===== src/rtl/led_pkg.sv =====
// led_pkg: shared definitions for the LED heartbeat slice.
//   LED_COUNT   - number of board LEDs driven by the one-hot select
//   IDX_BITS    - width of a decoded LED index
//   env_state_t - breathing envelope phases
package led_pkg;

    localparam int unsigned LED_COUNT = 8;
    localparam int unsigned IDX_BITS  = $clog2(LED_COUNT);

    typedef enum logic [1:0] {
        IDLE,
        RISE,
        HOLD,
        FALL
    } env_state_t;

endpackage


===== src/rtl/led_envelope.sv =====
// led_envelope: breathing envelope (rise, hold, fall) for one LED.
// The duty value ramps by one per step, where a step is every STEP_DIV clocks.
// Ports:
//   clk, rst_n  - clock, asynchronous active-low reset
//   restart     - load load_duty/load_state and clear the step and hold counters
//   load_duty   - duty value taken on restart
//   load_state  - envelope state taken on restart
//   duty        - current duty (0 .. 2^PWM_BITS-1, saturating)
//   state       - current envelope state
module led_envelope
    import led_pkg::*;
#(
    parameter int unsigned PWM_BITS   = 8,
    parameter int unsigned STEP_DIV   = 256,
    parameter int unsigned HOLD_STEPS = 32
) (
    input  logic                clk,
    input  logic                rst_n,
    input  logic                restart,
    input  logic [PWM_BITS-1:0] load_duty,
    input  env_state_t          load_state,
    output logic [PWM_BITS-1:0] duty,
    output env_state_t          state
);

    localparam int unsigned SW = (STEP_DIV > 1) ? $clog2(STEP_DIV) : 1;
    localparam int unsigned HW = (HOLD_STEPS > 1) ? $clog2(HOLD_STEPS) : 1;

    localparam logic [SW-1:0]       STEP_LAST = SW'(STEP_DIV - 1);
    localparam logic [SW-1:0]       STEP_ONE  = SW'(1);
    localparam logic [HW-1:0]       HOLD_LAST = HW'(HOLD_STEPS - 1);
    localparam logic [HW-1:0]       HOLD_ONE  = HW'(1);
    localparam logic [PWM_BITS-1:0] DUTY_ONE  = PWM_BITS'(1);
    localparam logic [PWM_BITS-1:0] DUTY_MAX  = '1;

    logic [SW-1:0] step_cnt;
    logic [HW-1:0] hold_cnt;
    logic          step;

    assign step = (step_cnt == STEP_LAST);

    // Restart takes priority over a coincident step: no duty update that cycle.
    always_ff @(posedge clk or negedge rst_n) begin
        if (!rst_n) begin
            state    <= IDLE;
            duty     <= '0;
            step_cnt <= '0;
            hold_cnt <= '0;
        end else if (restart) begin
            state    <= load_state;
            duty     <= load_duty;
            step_cnt <= '0;
            hold_cnt <= '0;
        end else begin
            step_cnt <= step ? '0 : step_cnt + STEP_ONE;
            if (step) begin
                case (state)
                    IDLE: duty <= '0;
                    RISE: begin
                        // Transition on the step that makes duty reach full scale.
                        if (duty >= DUTY_MAX - DUTY_ONE) begin
                            duty     <= DUTY_MAX;
                            state    <= HOLD;
                            hold_cnt <= '0;
                        end else begin
                            duty <= duty + DUTY_ONE;
                        end
                    end
                    HOLD: begin
                        if (hold_cnt == HOLD_LAST) begin
                            state    <= FALL;
                            hold_cnt <= '0;
                        end else begin
                            hold_cnt <= hold_cnt + HOLD_ONE;
                        end
                    end
                    FALL: begin
                        if (duty <= DUTY_ONE) begin
                            duty  <= '0;
                            state <= IDLE;
                        end else begin
                            duty <= duty - DUTY_ONE;
                        end
                    end
                endcase
            end
        end
    end

endmodule


===== src/rtl/led_heartbeat_driver.sv =====
// led_heartbeat_driver: decodes the one-hot LED select and runs a PWM
// breathing envelope on the selected LED each time the selection changes.
// Ports:
//   clk, rst_n  - clock, asynchronous active-low reset
//   led_select  - one-hot LED select from the selector (registered on entry)
//   led         - registered active-high LED drive
//   sel_err     - registered; high while the sampled select is not one-hot
// Build option: define LED_AFTERGLOW_EN to fade out the previous LED through
// a second envelope while the new one rises; otherwise the old LED goes dark
// as soon as the new index is loaded.
module led_heartbeat_driver
    import led_pkg::*;
#(
    parameter int unsigned PWM_BITS   = 8,
    parameter int unsigned STEP_DIV   = 256,
    parameter int unsigned HOLD_STEPS = 32
) (
    input  logic                 clk,
    input  logic                 rst_n,
    input  logic [LED_COUNT-1:0] led_select,
    output logic [LED_COUNT-1:0] led,
    output logic                 sel_err
);

    localparam logic [IDX_BITS:0]   ONES_ONE = (IDX_BITS + 1)'(1);
    localparam logic [PWM_BITS-1:0] PWM_ONE  = PWM_BITS'(1);

    logic [LED_COUNT-1:0] sel_q;
    logic [IDX_BITS:0]    ones;
    logic [IDX_BITS-1:0]  idx;
    logic [IDX_BITS-1:0]  cur_idx;
    logic                 valid;
    logic                 have_idx;
    logic                 restart;
    logic [PWM_BITS-1:0]  pwm_cnt;
    logic [PWM_BITS-1:0]  duty;
    env_state_t           state;
    logic [LED_COUNT-1:0] led_next;

    always_comb begin
        ones = '0;
        idx  = '0;
        for (int unsigned i = 0; i < LED_COUNT; i++) begin
            if (sel_q[i]) begin
                ones = ones + ONES_ONE;
                idx  = IDX_BITS'(i);
            end
        end
        valid = (ones == ONES_ONE);
    end

    // have_idx forces the first valid select after reset to restart even if
    // it decodes to the reset value of cur_idx.
    assign restart = valid && (!have_idx || (idx != cur_idx));

    led_envelope #(
        .PWM_BITS  (PWM_BITS),
        .STEP_DIV  (STEP_DIV),
        .HOLD_STEPS(HOLD_STEPS)
    ) u_env (
        .clk       (clk),
        .rst_n     (rst_n),
        .restart   (restart),
        .load_duty ('0),
        .load_state(RISE),
        .duty      (duty),
        .state     (state)
    );

`ifdef LED_AFTERGLOW_EN
    logic [IDX_BITS-1:0] prev_idx;
    logic [PWM_BITS-1:0] ag_duty;
    env_state_t          ag_state;

    // Afterglow takes over the outgoing LED at its current duty and fades it.
    led_envelope #(
        .PWM_BITS  (PWM_BITS),
        .STEP_DIV  (STEP_DIV),
        .HOLD_STEPS(HOLD_STEPS)
    ) u_afterglow (
        .clk       (clk),
        .rst_n     (rst_n),
        .restart   (restart),
        .load_duty (duty),
        .load_state(FALL),
        .duty      (ag_duty),
        .state     (ag_state)
    );

    always_ff @(posedge clk or negedge rst_n) begin
        if (!rst_n) begin
            prev_idx <= '0;
        end else if (restart) begin
            prev_idx <= cur_idx;
        end
    end
`endif

    always_comb begin
        led_next = '0;
        if ((state != IDLE) && (duty > pwm_cnt)) begin
            led_next[cur_idx] = 1'b1;
        end
`ifdef LED_AFTERGLOW_EN
        if ((ag_state != IDLE) && (ag_duty > pwm_cnt)) begin
            led_next[prev_idx] = 1'b1;
        end
`endif
    end

    always_ff @(posedge clk or negedge rst_n) begin
        if (!rst_n) begin
            sel_q    <= '0;
            sel_err  <= 1'b0;
            cur_idx  <= '0;
            have_idx <= 1'b0;
            pwm_cnt  <= '0;
            led      <= '0;
        end else begin
            sel_q   <= led_select;
            sel_err <= !valid;
            pwm_cnt <= pwm_cnt + PWM_ONE;
            led     <= led_next;
            if (restart) begin
                cur_idx  <= idx;
                have_idx <= 1'b1;
            end
        end
    end

endmodule

===== config.mk =====
export PLATFORM = sky130hd
export DESIGN_NAME = led_heartbeat_driver
export DESIGN_NICKNAME = d
export VERILOG_FILES = /design/src/rtl/led_pkg.sv /design/src/rtl/led_envelope.sv /design/src/rtl/led_heartbeat_driver.sv
export SDC_FILE = /design/constraint.sdc
export NUM_CORES = 1
export LEC_CHECK = 0
export CORE_UTILIZATION = 60
export DETAILED_ROUTE_END_ITERATION = 8
export GPL_TIMING_DRIVEN = 0
export HOLD_SLACK_MARGIN = 0.08
export PLACE_DENSITY = 0.88
export SLEW_MARGIN = 20
export SYNTH_ARGS = -nofsm -noshare
export SYNTH_HDL_FRONTEND = slang
export SYNTH_SLANG_ARGS = --single-unit

===== constraint.sdc =====
create_clock -name clk -period 12.6 [get_ports clk]
set_clock_uncertainty 0.2 [all_clocks]
set_input_delay 3.78 -clock clk [delete_from_list [all_inputs] [get_ports clk]]
set_output_delay 3.78 -clock clk [all_outputs]
set_load 0.005 [all_outputs]

; ---- Word-level counts from Yosys, hierarchy flattened
; Cells that the tools add are included.
[classes]
magnitude_cmp = 5
eq_ne = 10
n_addsub = 12
reduce_logical = 15
mux = 36
[ops]
columns = op, count
row1 = 8-bit two-way mux, 7
row2 = "4-bit by 1-bit adder with 4-bit output, second input constant", 7
row3 = 4-bit two-way mux, 7
row4 = "8-bit by 1-bit adder with 8-bit output, second input constant", 3
row5 = 8-bit one-hot mux with 3 select lines, 1
row6 = 5-bit two-way mux, 4
row7 = 3-bit two-way mux, 6
row8 = 2-bit two-way mux, 5
row9 = 5-bit one-hot mux with 2 select lines, 1
row10 = "3-bit by 2-bit != test with 1-bit output, second input constant", 3
row11 = "8-bit == test, second input constant", 1
row12 = "8-bit >= comparator, second input constant", 1
row13 = 8-bit > comparator, 1
row14 = "8-bit by 1-bit <= comparator with 1-bit output, second input constant", 1
row15 = 4-bit nonzero test, 2
row16 = "8-bit by 1-bit subtractor with 8-bit output, second input constant", 1
row17 = 2-bit one-hot mux with 3 select lines, 1
row18 = "5-bit by 1-bit adder with 5-bit output, second input constant", 1
row19 = "5-bit == test, second input constant", 1
row20 = 5-bit AND reduction, 1
row21 = "2-bit == test, second input constant", 2
row22 = "4-bit by 1-bit == test with 1-bit output, second input constant", 1
row23 = "3-bit by 4-bit < comparator with 1-bit output, second input constant", 1
row24 = 2-bit nonzero test, 2
row25 = 12 further kinds, 17
[totals]
regBits = 52
inputBits = 10
out_inout_bits = 9
wordCells = 88

; ---- Longest topological paths before layout
; Gate-level depths: netlist (run 1).
[logic_depth]
ltp_word = 19
mapped_depth = 26
depth_no_buf = 25

; ---- By module
; From an unflattened synthesis (run 1), not the netlist that was laid out.
[hier_totals]
hier_cells = 357
area_unflattened_um2 = 3398.3
[modules_own_cells]
columns = module, instances, area_each_um2, cells_per_inst
row1 = led_heartbeat_driver, 1, 1760.4, 167
row2 = led_envelope, 1, 1637.8, 190

; ---- Least setup slack after synthesis (run 1)
; OpenSTA, ideal clock, no wires.
[synth_path]
kind = register to register
from = register sel_q[0]
to = register u_env.duty[6]
arrival_time_ps = 4549
required_ps = 12252
path_stages_with_launch = 25
synth_period_minus_slack_ps = 4897
path_slack_ps = 7703
n_path_buf = 1
cell_sequence = dfrtp_1 ha_1 nor2b_1 or2_2 ha_1 nand2b_1 o31ai_1 inv_1 ha_1 nand2_1 o21ai_0 ha_1 inv_1 a221o_1 inv_1 ha_1 nand2_1 o21ai_0 ha_1 or4_1 a21o_1 nand3_2 o2111a_4 buf_12 a311oi_2
[synth_between]
elab_chain_cells = 19
elab_cells_between_ends = 21
cone_classes = 7 x add/sub / 1 x eq/ne / 9 x mux / 4 x reduce/logical
[synth_lines]
columns = element, line
row1 = from (decl), led_heartbeat_driver.sv:28  ; logic [LED_COUNT-1:0] sel_q;
row2 = from (signal assigned), led_heartbeat_driver.sv:120  ; sel_q <= led_select;
row3 = 1-bit two-way mux (*), led_heartbeat_driver.sv:44  ; if (sel_q[i]) begin
row4 = 4-bit by 1-bit adder with 4-bit output, led_heartbeat_driver.sv:45  ; ones = ones + ONES_ONE;
row5 = 4-bit two-way mux (*), led_heartbeat_driver.sv:44
row6 = 4-bit by 1-bit adder with 4-bit output, led_heartbeat_driver.sv:45
row7 = 4-bit two-way mux (*), led_heartbeat_driver.sv:44
row8 = 4-bit by 1-bit adder with 4-bit output, led_heartbeat_driver.sv:45
row9 = 4-bit two-way mux (*), led_heartbeat_driver.sv:44
row10 = 4-bit by 1-bit adder with 4-bit output, led_heartbeat_driver.sv:45
row11 = [3 not listed], -
row12 = 4-bit by 1-bit adder with 4-bit output, led_heartbeat_driver.sv:45
row13 = 4-bit two-way mux (*), led_heartbeat_driver.sv:44
row14 = 4-bit by 1-bit adder with 4-bit output, led_heartbeat_driver.sv:45
row15 = 4-bit two-way mux (*), led_heartbeat_driver.sv:44
row16 = 4-bit by 1-bit == test with 1-bit output (*), led_heartbeat_driver.sv:49  ; valid = (ones == ONES_ONE);
row17 = 1-bit logical AND (*), led_heartbeat_driver.sv:54  ; assign restart = valid && (!have_idx || (idx != cur_idx));
row18 = 4-bit nonzero test (no source line) or 2-bit nonzero test (tied branches), -
row19 = 2-bit AND reduction (no source line), -
row20 = to (signal assigned), led_envelope.sv:51  ; duty <= load_duty;
row21 = to (signal assigned), led_envelope.sv:66  ; duty <= duty + DUTY_ONE;
row22 = to (signal assigned), led_envelope.sv:82  ; duty <= duty - DUTY_ONE;
row23 = to (decl), led_envelope.sv:22  ; output logic [PWM_BITS-1:0] duty,
; Every way passes the cells marked *; elsewhere a longest branch is shown, timed or not.
; A chain may end at the register's enable or synchronous reset.

; ---- Worst setup path in the final report (run 1)
[layout_path]
from = register sel_q[1]
to = register u_env.duty[6]
[layout_between]
elab_chain_cells = 17
elab_cells_between_ends = 28
cone_classes = 6 x add/sub / 2 x eq/ne / 15 x mux / 5 x reduce/logical
[layout_lines]
columns = element, line
row1 = 4-bit two-way mux, led_heartbeat_driver.sv:44
row2 = 4-bit by 1-bit adder with 4-bit output, led_heartbeat_driver.sv:45
row3 = 4-bit two-way mux, led_heartbeat_driver.sv:44
row4 = 4-bit by 1-bit adder with 4-bit output, led_heartbeat_driver.sv:45
row5 = 4-bit two-way mux, led_heartbeat_driver.sv:44
row6 = 4-bit by 1-bit adder with 4-bit output, led_heartbeat_driver.sv:45
row7 = 4-bit two-way mux, led_heartbeat_driver.sv:44
row8 = 4-bit by 1-bit adder with 4-bit output, led_heartbeat_driver.sv:45
row9 = 4-bit two-way mux, led_heartbeat_driver.sv:44
row10 = 4-bit by 1-bit adder with 4-bit output, led_heartbeat_driver.sv:45
row11 = 4-bit two-way mux, led_heartbeat_driver.sv:44
row12 = 4-bit by 1-bit adder with 4-bit output, led_heartbeat_driver.sv:45
row13 = 4-bit two-way mux, led_heartbeat_driver.sv:44
row14 = 4-bit by 1-bit == test with 1-bit output, led_heartbeat_driver.sv:49
row15 = 1-bit logical AND (*), led_heartbeat_driver.sv:54
row16 = 4-bit nonzero test (no source line) or 2-bit nonzero test (tied branches), -
row17 = 2-bit AND reduction (no source line), -
; Marks and branches as above.

==> metrics.txt, run 1 <==
Synth Register Bits=52; die span in y=77.8 µm; RSZ-0062 raised after global routing=no; Synth warnings=0; number of synthesized flops with an enable pin=0; global route overflow=0; H-tree Lvls=2; GPL Wtd Cong=0.891; clock root buffer master=clkbuf_8; Die X=77.8 µm; max_cap viols=0; I/O pins=19; r2r setup slk=7220 ps; drt first-iter violations=228; largest stage delay on the critical path=490 ps; Synth Net Count=398; crit end category=flop; setup_tns=0 ps; fmax=186 MHz; core area=5510 µm²; Row Count=27; post-synthesis cell count=361; initial core utilization=0.625; count of cells resized by post-cts repair=0; Setup CP Type=reg2reg; largest family of logic cells by synthesized area=simple AND/OR/NAND/NOR gates; Final Hold Fails=0; post-synthesis compound-gate area fraction=0.152; NumNets Final=423; sequential area share after synthesis=0.378; post-route ant nets=0; number of library cell types mapped by synthesis=67; Clk Latency, worst-skew pair=310 ps; CP top delay family=adder cells; Worst Path Arrival=5350 ps; largest net degree at the start of global routing=53; Top FF cell, synth=dfrtp_1; post-synthesis cell area=3440 µm²; syn avg cell area=9.54 µm²; worst endpoint required time=12,570 ps; Worst Hold Launch=have_idx$_DFFE_PN0N_; Hold WC Path Type=reg2reg; vias in the first global route=2,771; Post-Synth Simple-Gate Area=0.221; adder-cell share of the synthesized area=0.0981; setup bufs post-CTS=0; r2r startpoint=sel_q[1]$_DFF_PN0_; first-pass GRT wire length=12,300 µm; CTS max path bufs=2; layout cells sized above 1=0.114; WL/cell=15.2 µm; reg2reg path depth=25; Async S/R FF share, synth=1.00; CTS tree=yes; post-synthesis mux area share=0.0105; port buffer count=18; pwr dens=121 nW/µm²; WHS Endpoint=have_idx$_DFFE_PN0N_; most frequent CP cell=ha_1; WHS Path Cells=1; die footprint=6050 µm²; Via Count=2,733; slew margin rel.=0.560; Final Max Slew Viols=0; DP HPWL=5010 µm; Clock transition at path regs=100 ps; XOR/XNOR Fraction of Synth Area=0.0847; Final Core Density=0.696; ant diodes=0; Residual DRC=0; TritonCTS sink count=52; status=finished clean; crit-path max FO=10; Num CTS Buffers=5; initial antenna violation count=0; DR pass1 iterations=4; VDD IR max=103 µV; CP Buf/Inv Count=6; CTS Hold Bufs=0; setup violators final=0; Via density=5.95; RR Endpoint=u_env.duty[6]$_DFFE_PN0P_; minimum clock period=5380 ps; Least-Margin Pin Slew=660 ps; LEAKAGE=1.72 nW; final period utilization=0.427; startpoint types=flop; Global Route Usage Sum=0.258; final WL=6990 µm; area delta synth->final=11.3%; crit path max-delay cell type=or4_1; Final Total Pwr=464 µW
## where the power goes
part           switching, mW  internal, mW
Sequential            0.0114         0.182
Clock                 0.0564        0.0650
Combinational         0.0815        0.0674
Total                  0.149         0.315
## cells by family after synthesis
family	count (synthesis)
and+or+nand+nor	135
AOI/OAI and AO/OA	77
DFF	52
buffers and inverters	40
xor gates and xnor gates	27
adders and majority gates	27
muxes	3
## final cells by class
cell class	count	area (µm²)
sequential	52	1300
fill	431	1670
buffer	16	104
timing repair buffer	18	178
clock buffer	6	82.6
multi-input combinational	269	1950
clock inverter	2	38.8
tap	72	90.1
inverter	24	90.1
## placed cells by master (no fill, tap or decap), types with 6 or more instances in the layout
cell type / n
nor2b_1: 8
clkdlybuf4s50_1: 17
inv_1: 24
o21ai_0: 26
nor3_1: 9
clkbuf_8: 6
nand2_1: 32
xor2_1: 8
and3_1: 7
dfrtp_1: 52
ha_1: 27
nor2_2: 8
a21oi_1: 13
nor2_1: 17
xnor2_1: 15
clkbuf_1: 8
nand3_1: 14
## how the worst max path moves through the flow
stage | from | end | slack, ps | depth (start not counted)
floorplan | sel_q[0]$_DFF_PN0_ | u_env.duty[6]$_DFFE_PN0P_ | 7700 | 24
global placement | rst_n | sel_q[5]$_DFF_PN0_ | 6060 | 1
detailed placement | sel_q[1]$_DFF_PN0_ | u_env.duty[6]$_DFFE_PN0P_ | 7250 | 25
CTS | sel_q[1]$_DFF_PN0_ | u_env.duty[6]$_DFFE_PN0P_ | 7220 | 25
global route | sel_q[0]$_DFF_PN0_ | u_env.duty[6]$_DFFE_PN0P_ | 6920 | 26
finish | sel_q[1]$_DFF_PN0_ | u_env.duty[6]$_DFFE_PN0P_ | 7220 | 25
## flip-flops by register name (all words and copies together) (netlist names)
name,flops
have_idx,1
pwm_cnt,8
u_env.state,2
u_env.duty,8
cur_idx,3
u_env.step_cnt,8
u_env.hold_cnt,5
sel_err,1
sel_q,8
led,8
## metal layers
| metal | global-route usage | routed length, µm | part of all wire | up-vias |
|---|---|---|---|---|
| met4 | 0.0925 | 124 | 0.018 | 0 |
| met1 | 0.304 | 2940 | 0.42 | 1314 |
| met3 | 0.0471 | 357 | 0.051 | 16 |
| met5 | 0 | 0 | 0 | - |
| met2 | 0.467 | 3560 | 0.51 | 88 |
| li1 | - | - | - | 1315 |
## synth_stat cells, drive strengths merged, types with 4 or more instances
| library cell | n | area, µm² |
|---|---|---|
| a21o | 4 | 30.0 |
| a21oi | 17 | 100 |
| a22oi | 4 | 30.0 |
| and3 | 7 | 43.8 |
| buf | 8 | 73.8 |
| clkbuf | 8 | 30.0 |
| dfrtp | 52 | 1300 |
| ha | 27 | 338 |
| inv | 24 | 90.1 |
| nand2 | 33 | 126 |
| nand3 | 16 | 90.1 |
| nor2 | 25 | 114 |
| nor2b | 8 | 50.1 |
| nor3 | 14 | 101 |
| nor3b | 4 | 30.0 |
| o21ai | 27 | 135 |
| xnor2 | 16 | 159 |
| xor2 | 9 | 86.3 |
## through the flow
step	worst slack [ps]	hold slack, ps	cells	area, µm²
2_1_floorplan	7700	232	361	3440
3_3_place_gp	6060	252	451	3710
3_5_place_dp	7250	251	451	3710
4_1_cts	7220	278	459	3830
5_1_grt	6920	298	459	3830
6_report	7220	277	459	3830
(Power assumes the default switching activity.)
==> run 2, diff against run 1 <==
==> constraint.sdc (replaced) <==
create_clock -name clk -period 5.32 [get_ports clk]
set_clock_uncertainty 0.2 [all_clocks]
set_input_delay 1.596 -clock clk [delete_from_list [all_inputs] [get_ports clk]]
set_output_delay 1.596 -clock clk [all_outputs]
set_load 0.005 [all_outputs]
==> run 2 against run 1 <==
  * First-iteration DRC count up 6.6%
  * Clock power up 140%
  * Die area unchanged
  * Non-clock buffer count up 4
  * Core utilization up 2.2 points
  * Sequential power up 140%
  * Global-route usage up 0.36 points
  * Setup slack worse by 7100 ps
  * Critical path type unchanged
  * Largest power group unchanged
==> metrics.txt, run 2 (synthesized netlist as in run 1, its figures left out) <==
status=finished clean; DP HPWL=5010 µm (unchanged); CTS tree=yes; WL/cell=16.1 µm (+5.9%); layout cells sized above 1=0.148 (+0.0346); Num CTS Buffers=5 (unchanged); Row Count=27 (unchanged); Residual DRC=0 (unchanged); initial antenna violation count=0 (unchanged); ant diodes=0 (unchanged); slew margin rel.=0.569 (+0.00925); setup_tns=0 ps (unchanged); drt first-iter violations=243 (+6.6%); minimum clock period=5150 ps (-226 ps); vias in the first global route=2,799 (+1.0%); CP Buf/Inv Count=4 (-2); Final Hold Fails=0 (unchanged); setup violators final=0 (unchanged); crit end category=flop; crit path max-delay cell type=or4_4; DP Area=3710 µm² (unchanged); Die X=77.8 µm (unchanged); CTS max path bufs=2 (unchanged); crit-path max FO=7 (-3); VDD IR max=246 µV (+140%); Clk Latency, worst-skew pair=320 ps (about the same); first-pass GRT wire length=12,400 µm (+1.2%); most frequent cells in the layout=52 x dfrtp_1, 32 x nand2_1, 26 x o21ai_0, 24 x ha_1, 23 x inv_1; NumNets Final=427 (+0.95%); most frequent CP cell=ha_1; LEAKAGE=1.76 nW (+2.5%); core area=5510 µm² (unchanged); Worst Path Arrival=5160 ps (-190 ps); max_cap viols=0 (unchanged); Global Route Usage Sum=0.262 (+0.00357); TritonCTS sink count=52 (unchanged); die footprint=6050 µm² (unchanged); clock root buffer master=clkbuf_8; CP top delay family=adder cells; CP cell instances=ha_2 -> nor2b_1 -> or2_2 -> ha_1 -> nand2b_4 -> o31ai_4 -> inv_2 -> ha_4 -> nand2_1 -> o21ai_0 -> ha_1 -> inv_1 -> a221o_1 -> inv_1 -> ha_1 -> nand2_1 -> o21ai_0 -> ha_1 -> or4_4 -> a21o_1 -> nand3_2 -> o2111a_4 -> clkbuf_16 -> nor2_2; Via Count=2,838 (+3.8%); GPL Wtd Cong=0.891 (unchanged); global route overflow=0 (unchanged); RSZ-0062 raised after global routing=no; met2 Resource Use GR=0.481 (+0.0133); I/O pins=19 (unchanged); largest stage delay on the critical path=490 ps (about the same); fmax=194 MHz (+4.4%); largest net degree at the start of global routing=53 (unchanged); DR pass1 iterations=4 (unchanged); final period utilization=0.968 (+0.542); GR met1 Demand/Resource=0.305 (+0.00153); H-tree Lvls=2 (unchanged); Setup CP Type=reg2reg; met3 GRT Util=0.0447 (-0.00235); commonest non-fill, non-tap cell in the layout=dfrtp_1; Final Max Slew Viols=0 (unchanged); area delta synth->final=14.9%; Hold WC Path Type=reg2reg; port buffer count=18 (unchanged); Clock transition at path regs=90 ps (about the same); pwr dens=294 nW/µm² (+140%); die span in y=77.8 µm (unchanged); Via density=6.13 (+2.9%); design area=3960 µm² (+3.2%); Least-Margin Pin Slew=646 ps (-13.9 ps); final WL=7470 µm (+6.8%); post-route ant nets=0 (unchanged); initial core utilization=0.625 (unchanged); most used routing layer=met2; startpoint types=flop; worst endpoint required time=5330 ps (-7240 ps)
run 2: cell types whose count changed in the layout (fill, tap and decap cells not counted), sizes merged:
| cell | before | now |
|---|---|---|
| buf | 9 | 11 |
| clkbuf | 14 | 16 |
run 2: worst reg2reg max path: cells and delay by family (launching register included):
family / cells / cell delay, ps
fa+ha+maj: 6 / 1570
simple gates: 8 / 1390
compound gates: 6 / 1110
flops: 1 / 410
buf+inv: 4 / 360
run 2: area by class of cell:
cell class / instances / area (µm²)
inverters: 24 / 90.1
clock buffers: 6 / 82.6
clock inverters: 2 / 38.8
fillers: 406 / 1550
multi-input cells: 269 / 2010
flip-flops and latches: 52 / 1300
well taps: 72 / 90.1
repair buffers: 22 / 243
plain buffers: 16 / 104
run 2: per-stage QoR:
stage	instances	hold slack (ps)	utilization	power (mW)	setup slack (ps)
floorplan	361	232	-	0.734	423
global placement	451	252	0.674	0.797	138
detailed placement	451	251	0.674	0.820	-30.9
CTS	460	278	0.699	1.11	20.9
global route	463	325	0.718	1.23	16.7
finish	463	306	0.718	1.16	168
run 2: timing repair:
action                     4_1_cts  5_1_grt
setup buffers                    1        1
gates cloned                     0        2
setup endpoints to repair       20       27
resized for setup                1       10
pin swaps                        1        4
hold buffers                     0        0
run 2: metal layers:
layer | up-vias | share of wire
met4 | 0 | 0.018
met2 | 125 | 0.52
met1 | 1371 | 0.40
met3 | 18 | 0.057
li1 | 1324 | -
met5 | - | 0
run 2: where the power goes:
part	leakage [nW]	switching, mW	internal (mW)
sequential	0.664	0.0275	0.431
combinational	1.04	0.212	0.204
clock	0.0614	0.136	0.154
total	1.76	0.376	0.789
run 2: final timing paths:
check,cells after the start,from,slack (ps),to
worst max-delay path,24,sel_q[1]$_DFF_PN0_,170,u_env.step_cnt[4]$_DFF_PN0_
worst min-delay path,1,pwm_cnt[7]$_DFF_PN0_,310,pwm_cnt[7]$_DFF_PN0_
worst max register to register,24,sel_q[1]$_DFF_PN0_,170,u_env.step_cnt[4]$_DFF_PN0_
worst min register to register,1,pwm_cnt[7]$_DFF_PN0_,310,pwm_cnt[7]$_DFF_PN0_
max in group asynchronous,1,rst_n,3390,sel_q[0]$_DFF_PN0_
min in group asynchronous,1,rst_n,1090,pwm_cnt[6]$_DFF_PN0_
==> run 3, diff against run 2 <==
--- a/config.mk
+++ b/config.mk
@@ -10,6 +10,7 @@
 export GPL_TIMING_DRIVEN = 0
 export HOLD_SLACK_MARGIN = 0.08
 export PLACE_DENSITY = 0.88
+export REMOVE_ABC_BUFFERS = 1
 export SLEW_MARGIN = 20
 export SYNTH_ARGS = -nofsm -noshare
 export SYNTH_HDL_FRONTEND = slang
==> run 3 against run 2 <==
  * Clock power shrank 19%
  * Fmax up 2.0%
  * Wire length fell by 9.3%
  * Sequential power is 4.8% higher
  * Core utilization decreased by 2.5 points
  * Register-to-register slack better by 100 ps
==> metrics.txt, run 3 (synthesized netlist as in run 1, its figures left out) <==
status=finished clean; die footprint=6050 µm² (unchanged); hold slack=287 ps (-18.2 ps); H-tree Lvls=2 (unchanged); Row Count=27 (unchanged); Setup CP Type=reg2reg; Die X=77.8 µm (unchanged); initial antenna violation count=0 (unchanged); Least-Margin Pin Slew=994 ps (+348 ps); Via Count=2,670 (-5.9%); final WL=6770 µm (-9.3%); RSZ-0062 raised after global routing=no; most frequent cells in the layout=52 x dfrtp_1, 32 x nand2_1, 26 x o21ai_0, 25 x ha_1, 23 x inv_1; crit end category=flop; commonest non-fill, non-tap cell in the layout=dfrtp_1; VDD IR max=226 µV (-8.1%); startpoint types=flop; core area=5510 µm² (unchanged); post-route ant nets=0 (unchanged); Final Total Pwr=1.06 mW (-8.9%); port buffer count=18 (unchanged); worst endpoint required time=5320 ps (about the same); Num CTS Buffers=5 (unchanged); fmax=198 MHz (+2.0%); Final Hold Fails=0 (unchanged); NumNets Final=412 (-3.5%); Clock transition at path regs=100 ps (about the same); Via density=5.96 (-2.8%); area delta synth->final=10.9%; setup violators final=0 (unchanged); final period utilization=0.949 (-0.0190); Global Route Usage Sum=0.242 (-0.0198); CTS tree=yes; crit-path max FO=5 (-2); LEAKAGE=1.69 nW (-3.8%); layout cells sized above 1=0.133 (-0.0154); DR pass1 iterations=4 (unchanged); Hold WC Path Type=reg2reg; die span in y=77.8 µm (unchanged); I/O pins=19 (unchanged); minimum clock period=5050 ps (-101 ps); vias in the first global route=2,575 (-8.0%); largest net degree at the start of global routing=53 (unchanged); max_cap viols=0 (unchanged); WL/cell=15.1 µm (-6.2%); clock root buffer master=clkbuf_8; Worst Path Arrival=5050 ps (-110 ps); ant diodes=0 (unchanged); initial core utilization=0.625 (unchanged); Clk Latency, worst-skew pair=320 ps (about the same); drt first-iter violations=258 (+6.2%); global route overflow=0 (unchanged); CTS max path bufs=2 (unchanged); CTS Hold Bufs=0 (unchanged); Residual DRC=0 (unchanged); GPL Wtd Cong=0.920 (+3.3%); slew margin rel.=0.337 (-0.232); placed instance count=435 (-3.5%); Final Max Slew Viols=0 (unchanged); DP HPWL=4430 µm (-12%); fin cells=448 (-3.2%); pwr dens=278 nW/µm² (-5.7%); TritonCTS sink count=52 (unchanged); first-pass GRT wire length=11,500 µm (-7.7%)
-- run 3: changes by cell type in the layout (fill, tap and decap cells not counted), sizes merged --
| cell | delta |
|---|---|
| buf | -7 |
| bufinv | -1 |
| clkbuf | -11 |
| clkinv | +1 |
| inv | +1 |
| o2111a | +2 |
-- run 3: through the flow --
stage | setup slack, ps | instance area, µm² | utilization | setup TNS, ps
after global routing | 11.7 | 3820 | 0.694 | 0
after detailed placement | -65.9 | 3610 | 0.655 | -704
after global placement | 67.5 | 3610 | 0.656 | 0
final | 269 | 3820 | 0.694 | 0
after floorplan | 357 | 3340 | - | 0
after CTS | -59.1 | 3730 | 0.677 | -79.6
-- run 3: power breakdown --
| part | internal (mW) | leakage (nW) | switching, mW | total [mW] |
|---|---|---|---|---|
| clock network | 0.0946 | 0.0485 | 0.140 | 0.234 |
| registers | 0.431 | 0.664 | 0.0491 | 0.481 |
| logic | 0.158 | 0.981 | 0.188 | 0.346 |
-- run 3: per-layer routing --
layer | routed length [µm] | GRT usage | share of wire
met1 | 2930 | 0.296 | 0.43
met2 | 3400 | 0.417 | 0.50
met3 | 269 | 0.0494 | 0.040
met4 | 176 | 0.0962 | 0.026
met5 | 0 | 0 | 0
-- run 3: path summary, 6_finish.rpt --
check / from / slack [ps] / cells past startpoint / endpoint
max: sel_q[1]$_DFF_PN0_ / 270 / 24 / cur_idx[1]$_DFFE_PN0N_
min: pwm_cnt[7]$_DFF_PN0_ / 290 / 1 / pwm_cnt[7]$_DFF_PN0_
max reg2reg: sel_q[1]$_DFF_PN0_ / 270 / 24 / cur_idx[1]$_DFFE_PN0N_
min reg2reg: pwm_cnt[7]$_DFF_PN0_ / 290 / 1 / pwm_cnt[7]$_DFF_PN0_
max in group asynchronous: rst_n / 3400 / 1 / u_env.state[1]$_DFFE_PN0P_
min in group asynchronous: rst_n / 1080 / 1 / pwm_cnt[6]$_DFF_PN0_
-- run 3: what timing repair did --
| item | CTS | global route |
|---|---|---|
| cloned | 1 | 1 |
| endpoints found under the setup margin | 23 | 28 |
| resized for setup | 0 | 11 |
| buffers inserted | 2 | 1 |
| pin swaps | 1 | 3 |
-- run 3: area by class of cell --
type                       count  area, µm²
sequential                    52       1300
fill                         422       1690
clock inverter                 3       22.5
tap                           72       90.1
timing repair buffer          21        200
inverter                      24       90.1
multi-input combinational    271       2050
clock buffer                   5       68.8
-- run 3: worst max-delay path, stage by stage (launching register included) --
cell,delay [ps]
dfrtp_1,390
inv_1,60
ha_1,360
xnor2_2,190
inv_1,100
ha_4,270
nand2b_4,120
o31ai_4,90
inv_2,80
ha_4,200
nand2_1,70
o21ai_0,100
ha_1,290
inv_1,30
a221o_1,360
inv_1,60
ha_1,220
nand2_1,60
o21ai_0,80
ha_1,330
or4_1,470
a21o_1,230
nand3_4,130
nand3_4,120
mux2_4,340
